`config.mk`:
```
export PLATFORM = sky130hd
export DESIGN_NAME = serial_barrel_shifter
export DESIGN_NICKNAME = d
export VERILOG_FILES = /design/src/rtl/serial_barrel_shifter.sv
export SDC_FILE = /design/constraint.sdc
export NUM_CORES = 1
export LEC_CHECK = 0
export CAP_MARGIN = 20
export CORE_ASPECT_RATIO = 2
export CORE_MARGIN = 2
export CORE_UTILIZATION = 46
export CTS_CLUSTER_SIZE = 40
export DETAILED_ROUTE_END_ITERATION = 7
export HOLD_SLACK_MARGIN = 0.12
export PLACE_DENSITY = 0.8
export SYNTH_ARGS = -nofsm -noshare
export SYNTH_HDL_FRONTEND = slang
export SYNTH_SLANG_ARGS = --single-unit
export TNS_END_PERCENT = 5
```
`constraint.sdc`:
```
create_clock -name clk -period 2.2 [get_ports clk]
set_input_delay 0.22 -clock clk [delete_from_list [all_inputs] [get_ports clk]]
set_output_delay 0.22 -clock clk [all_outputs]
set_load 0.01 [all_outputs]
```
`src/rtl/serial_barrel_shifter.sv`:
```
// serial_barrel_shifter
//   Multi-cycle ARM shifter-operand unit. Applies LSL/LSR/ASR/ROR by a
//   register-specified amount to a WIDTH-bit operand, one bit position per
//   clock, and produces the shifter carry-out. The amount is reduced on
//   accept to an iteration count so that ARM's large-amount results fall out
//   of plain single-bit steps.
//
// Ports
//   clk        clock, all state updates on the rising edge
//   rst        synchronous reset, active high (wins over start)
//   start      request, accepted only when busy==0
//   shift_in   operand, sampled on accepted start
//   shift_op   00 LSL, 01 LSR, 10 ASR, 11 ROR, sampled on accepted start
//   shift_amt  shift amount, sampled on accepted start
//   carry_in   current C flag, sampled on accepted start
//   busy       high while shifting
//   done       one-cycle pulse, shift_out/carry_out valid
//   shift_out  result, held until the next accepted start
//   carry_out  shifter carry-out, held with shift_out
module serial_barrel_shifter #(
  parameter int WIDTH = 32,
  parameter int AMT_W = 8
) (
  input  logic             clk,
  input  logic             rst,
  input  logic             start,
  input  logic [WIDTH-1:0] shift_in,
  input  logic [1:0]       shift_op,
  input  logic [AMT_W-1:0] shift_amt,
  input  logic             carry_in,
  output logic             busy,
  output logic             done,
  output logic [WIDTH-1:0] shift_out,
  output logic             carry_out
);

  localparam int CNT_W = $clog2(WIDTH + 2);
  localparam int ROT_W = $clog2(WIDTH);

  localparam logic [1:0] OP_LSL = 2'b00;
  localparam logic [1:0] OP_LSR = 2'b01;
  localparam logic [1:0] OP_ASR = 2'b10;
  localparam logic [1:0] OP_ROR = 2'b11;

  typedef enum logic [1:0] {
    S_IDLE  = 2'd0,
    S_SHIFT = 2'd1,
    S_DONE  = 2'd2
  } state_t;

  // Number of single-bit steps. Linear shifts saturate at WIDTH+1 steps:
  // by then the result and carry no longer change (zero / sign fill). A
  // rotate only needs the amount modulo WIDTH, with a full turn kept as
  // WIDTH steps so the carry ends up as the operand's top bit.
  function automatic logic [CNT_W-1:0] iter_count(input logic [1:0]       op,
                                                  input logic [AMT_W-1:0] amt);
    logic [ROT_W-1:0] rot;
    rot = amt[ROT_W-1:0];
    if (amt == '0)
      return '0;
    else if (op == OP_ROR)
      return (rot == '0) ? CNT_W'(WIDTH) : CNT_W'(rot);
    else if (amt > AMT_W'(WIDTH))
      return CNT_W'(WIDTH + 1);
    else
      return CNT_W'(amt);
  endfunction

  // One bit position of the selected shift. Returns {carry, result}.
  function automatic logic [WIDTH:0] shift_step(input logic [1:0]       op,
                                                input logic [WIDTH-1:0] val);
    logic [WIDTH:0] res;
    case (op)
      OP_LSL:  res = {val[WIDTH-1], val[WIDTH-2:0], 1'b0};
      OP_LSR:  res = {val[0], 1'b0, val[WIDTH-1:1]};
      OP_ASR:  res = {val[0], val[WIDTH-1], val[WIDTH-1:1]};
      default: res = {val[0], val[0], val[WIDTH-1:1]};
    endcase
    return res;
  endfunction

  state_t           state_q, state_d;
  logic [CNT_W-1:0] cnt_q, cnt_d;
  logic [1:0]       op_q, op_d;
  logic [WIDTH-1:0] out_q, out_d;
  logic             carry_q, carry_d;
  logic             busy_q, busy_d;
  logic             done_q, done_d;

  logic [CNT_W-1:0] n_iter;
  logic [WIDTH:0]   stepped;

  always_comb begin
    state_d = state_q;
    cnt_d   = cnt_q;
    op_d    = op_q;
    out_d   = out_q;
    carry_d = carry_q;
    n_iter  = iter_count(shift_op, shift_amt);
    stepped = shift_step(op_q, out_q);

    case (state_q)
      S_IDLE, S_DONE: begin
        if (start) begin
          op_d    = shift_op;
          out_d   = shift_in;
          carry_d = carry_in;
          cnt_d   = n_iter;
          state_d = (n_iter == '0) ? S_DONE : S_SHIFT;
        end else begin
          state_d = S_IDLE;
        end
      end
      S_SHIFT: begin
        // start is deliberately not looked at here
        carry_d = stepped[WIDTH];
        out_d   = stepped[WIDTH-1:0];
        cnt_d   = cnt_q - 1'b1;
        if (cnt_q == CNT_W'(1))
          state_d = S_DONE;
      end
      default: state_d = S_IDLE;
    endcase

    busy_d = (state_d == S_SHIFT);
    done_d = (state_d == S_DONE);
  end

  always_ff @(posedge clk) begin
    if (rst) begin
      state_q <= S_IDLE;
      cnt_q   <= '0;
      op_q    <= OP_LSL;
      out_q   <= '0;
      carry_q <= 1'b0;
      busy_q  <= 1'b0;
      done_q  <= 1'b0;
    end else begin
      state_q <= state_d;
      cnt_q   <= cnt_d;
      op_q    <= op_d;
      out_q   <= out_d;
      carry_q <= carry_d;
      busy_q  <= busy_d;
      done_q  <= done_d;
    end
  end

  assign busy      = busy_q;
  assign done      = done_q;
  assign shift_out = out_q;
  assign carry_out = carry_q;

endmodule

```
# Word level (Yosys, flattened, before mapping)

Cells that the tools add are included.
Widths: inputs -> output; s select.

Mux-type cells: 15
Reductions and logical operators: 10
Add/subtract/negate cells: 1
Magnitude comparators: 1
Equality and inequality tests: 10

Operators with widths:

| cell                | count |
|---|---|
| $pmux 33 s3         | 1 |
| $pmux 32 s2         | 1 |
| $mux 32             | 1 |
| $mux 6              | 5 |
| $pmux 6 s2          | 1 |
| $eq 2x2->1 const B  | 4 |
| $gt 8x6->1 const B  | 1 |
| $logic_not 8->1     | 1 |
| $eq 2x1->1 const B  | 3 |
| $eq 6x1->1 const B  | 1 |
| $logic_not 6->1     | 1 |
| $mux 2              | 3 |
| $sub 6x1->6 const B | 1 |
| $logic_not 5->1     | 1 |
| $logic_not 2->1     | 2 |
| $ne 2x2->1 const B  | 2 |
| $pmux 2 s2          | 1 |
| $reduce_and 2->1    | 2 |
| $reduce_and 3->1    | 1 |
| $pmux 1 s2          | 1 |
| $reduce_bool 2->1   | 1 |
| $reduce_or 2->1     | 1 |
| $mux 1              | 1 |

Input bits: 46
Register bits after elaboration: 45
Logic and storage cells: 45

# Longest topological paths before layout

Depth in word-level cells: 9
Depth in mapped cells: 6

# Least setup slack after synthesis

OpenSTA, ideal clock, no wires.

Kind: reg-to-reg
Start point: reg cnt_q[0]
End point: reg cnt_q[5]
Setup time: 0.086 ns
Buffers on the path: 0
Required time: 2.114 ns
Slack: 0.616 ns
Stages on the path, launching flop included: 5
Arrival: 1.499 ns
Path through: dfxtp_1 or4_1 nor3_1 mux2_2 a211oi_1

Word-level cells in the longest chain between the ends: 2

RTL lines:

| element                | line | text |
|---|---|---|
| from (decl)            | 83   | `logic [CNT_W-1:0] cnt_q, cnt_d;` |
| from (signal assigned) | 140  | `cnt_q <= cnt_d;` |
| $sub 6x1->6            | 118  | `cnt_d = cnt_q - 1'b1;` |
| $pmux 6 s2             | 102  | `case (state_q)` |

No other way between the ends.
A chain may end at the register's enable or synchronous reset.

# Worst setup path after layout

Ends and elaborated chain as after synthesis.

==> flow_metrics.py <==
metrics = {
    "grt": {
        "grtUsageTotal": 0.2377,
        "sum_of_overflow_across_all_layers_after_global_routing": 0,
        "globalRouteMet1Util": 0.2657,
        "grt_first_pass_wirelength_um": 10430,
        "grt_pass1_vias": 2308,
        "grt_start_max_net_pins": 68,
        "grt_use_met2": 0.4201,
        "number_of_antenna_violations_at_the_first_check_in_global_routing": 0,
        "global_route.peak_usage_layer": "met2",
        "met3_usage": 0.03399,
    },
    "layout": {
        "fin_util": 0.6614,
        "layout_area_overhead_pct": 41.24,
        "register_area_sq_um": 900.9,
        "filler_cell_count": 451,
        "number_of_antenna_cells_inserted": 0,
        "layout.nets": 416,
        "multiInputGateArea_sq_um": 1359,
        "final_layout_size_suffix_gt1_frac": 0.07588,
    },
    "floorplan": {
        "num_io_pins": 81,
        "fp.coreArea_sq_um": 5092,
        "floorplan.die.width_um": 54.92,
        "std_cell_rows": 37,
        "die-area_sq_um": 5811,
        "die_h_um": 105.8,
        "initial_core_util": 0.4683,
    },
    "synth": {
        "syn-mean-instance-area_sq_um": 7.949,
        "synth_seq_cells": 45,
        "synthesis.area_sq_um": 2385,
        "yosys_warnings": 0,
        "netlist_instances": 300,
        "number_of_different_library_cells_in_the_post_synthesis_netlist": 33,
        "synth.yosys.seq_area_share": 0.3778,
        "syn-num-nets": 348,
        "asyncSetResetFlopFracSynth": 0,
        "synth_enable_flop_cells": 0,
        "synth_flop_cell": "dfxtp_1",
    },
    "route": {
        "drt-initial-drc-count": 82,
        "routed_via_count_divided_by_cell_count": 5.834,
        "route.final.wire_length_um": 6606,
        "drcViolationCount": 0,
        "dr_total_vias": 2491,
        "first_pass_iters": 4,
        "ant_nets": 0,
        "avgRoutedWirePerCell_um": 15.47,
    },
    "sta": {
        "hold_viol": 0,
        "maxSlewViolCount": 0,
        "timing.final.setup_violations": 0,
        "achievable-frequency_ghz": 0.5857,
        "finalWorstPathRequiredPeriod_ns": 1.707,
        "tightestPinTransition_ns": 0.4920,
        "postLayoutSetupSlackWorst_ns": 0.4925,
        "totalNegativeSetupSlack_ns": 0,
        "skew_ns": 0.009972,
        "setup_repair_after_global_routing_missed_its_margin": "no",
        "timing.max_slew.rel_slack": 0.6712,
        "min_period_over_period": 0.7761,
    },
    "min_path": {
        "hold_path_end": "shift_out[20]",
        "min-delay-path-class": "in2reg",
        "hold_start": "shift_in[20]",
        "min_path_cells": 3,
    },
    "power_and_ir_drop": {
        "static-leakage-power_nw": 1.150,
        "power.internal_w": 0.001614,
        "vdd.ir_drop.worst_mv": 0.5742,
        "power.density_nw_per_um2": 692.5,
        "switching_share": 0.3081,
        "pwr-share-comb": 0.292,
        "power.total_w": 0.002332,
        "seq_power_share": 0.432,
        "power.clock.fraction": 0.276,
        "power.switching_w": 0.0007186,
    },
    "setup_path": {
        "setup.worst_path.end_class": "flop",
        "critical_path.slowest_cell": "or4_1",
        "timing.critical_path.from_type": "flop",
        "ff2ff_path_depth": 4,
        "regToRegSetupSlack_ns": 0.49,
        "worst-path-max-fanout": 6,
        "worst_path_largest_cell_delay_ns": 0.54,
        "worst_r2r_startpoint": "cnt_q[0]",
        "worstPathCellList": "or4_1, nor3_1, mux2_2, a211oi_1",
        "worst-endpoint-arrival_ns": 1.93,
        "crit_required_ns": 2.42,
        "worstReg2RegEnd": "cnt_q[5]",
        "timing.setup.critical_path_class": "reg2reg",
    },
    "outcome": {
        "status": "finished, final reports clean",
    },
    "cts": {
        "cts-root-to-sink-buffers": 2,
        "clock_sink_count": 45,
        "cts_root_buf": "clkbuf_8",
        "clk_latency_ns": 0.31,
        "clk_pin_slew_worst_paths_ns": 0.10,
        "cts.hold.buffers_added": 0,
        "cts-buffers-inserted": 5,
        "tritoncts": "yes",
        "cts.repair.resized": 0,
        "post_cts.repair.setup_buffers": 0,
        "clock_tree.htree_level_count": 2,
    },
    "place": {
        "dp_hpwl_um": 4708,
        "finalWeightedCongestion": 0.7824,
        "numPortBuffers": 80,
        "place_worst_setup_slack_ns": 0.2284,
    },
    "job": {
        "cap_viol_max_count": 0,
    },
}
-- cell usage in the layout (no fill, tap or decap), types with 5 or more instances in the layout --
cell / n
a211oi_1: 32
a311oi_1: 31
dfxtp_1: 45
a21oi_1: 11
nor2_1: 11
clkbuf_8: 5
buf_4: 7
clkdlybuf4s50_1: 80
nor2b_1: 32
nand2_1: 76
-- metal layers --
layer  vias to the layer above  wire [um]
met5                         -          0
met2                        66       3732
met3                        15        230
li1                       1221          -
met4                         0        176
met1                      1189       2467
-- final cells by class --
class	count	area share
repair buffers	90	0.2712
flip-flops and latches	45	0.2675
clock buffers	5	0.02043
clock inverters	3	0.01374
well taps	58	0.02155
multi-input cells	224	0.4034
inverters	2	0.002229
-- cell usage after synthesis, drive strengths merged (3+ instances only) --
| library cell | number | share of area |
|---|---|---|
| nand2 | 76 | 0.12 |
| dfxtp | 45 | 0.38 |
| nor2b | 33 | 0.087 |
| a211oi | 32 | 0.10 |
| a311oi | 31 | 0.11 |
| clkbuf | 17 | 0.027 |
| buf | 12 | 0.027 |
| nor2 | 12 | 0.020 |
| a21oi | 11 | 0.023 |
| nand2b | 4 | 0.010 |
| mux2 | 3 | 0.014 |
-- per-stage QoR --
| stage | instance area, sq um | hold WS, ns | std cells |
|---|---|---|---|
| after floorplan | 2385 | 0.3560 | 300 |
| after global placement | 3253 | 0.4823 | 419 |
| after detailed placement | 3253 | 0.4909 | 419 |
| after CTS | 3368 | 0.4839 | 427 |
| after global routing | 3368 | 0.4937 | 427 |
| final | 3368 | 0.4849 | 427 |
-- how the worst max path moves through the flow --
stage                       from  cells past startpoint      endpoint  slack (ns)
CTS                     cnt_q[0]                      4      cnt_q[5]        0.52
global placement    shift_amt[4]                      5    state_q[0]        0.27
global route             op_q[0]                      5  shift_out[3]        0.43
floorplan               cnt_q[0]                      4      cnt_q[5]        0.62
detailed placement  shift_amt[4]                      5    state_q[0]        0.23
finish                  cnt_q[0]                      4      cnt_q[5]        0.49
-- cells by family after synthesis --
logic type / Yosys count / synth area share
AO/OA/AOI/OAI: 84 / 0.2744
adder cells (fa/ha/maj): 2 / 0.01049
multiplexers: 3 / 0.01416
flip-flops: 45 / 0.3778
buffers and inverters: 31 / 0.05666
AND/OR/NAND/NOR: 135 / 0.2665
-- power by group through the flow --
stage               combinational (W)  sequential, W  clock, W
global route                 0.000745        0.00102  0.000670
detailed placement           0.000681        0.00102         0
finish                       0.000681        0.00101  0.000644
global placement             0.000667        0.00102         0
CTS                          0.000686        0.00101  0.000655
floorplan                    0.000341        0.00103         0
-- registers in the layout (all words and copies together), names as in the netlist --
name	flops
busy	1
carry_out	1
cnt_q	6
done	1
op_q	2
shift_out	32
state_q	2
-- critical path, delay by kind of cell (launching register included) --
family	cells	cell delay, ns
compound gates	1	0.19
flops	1	0.38
mux	1	0.35
simple gates	2	0.70
Power figures use the tool's default switching activity.
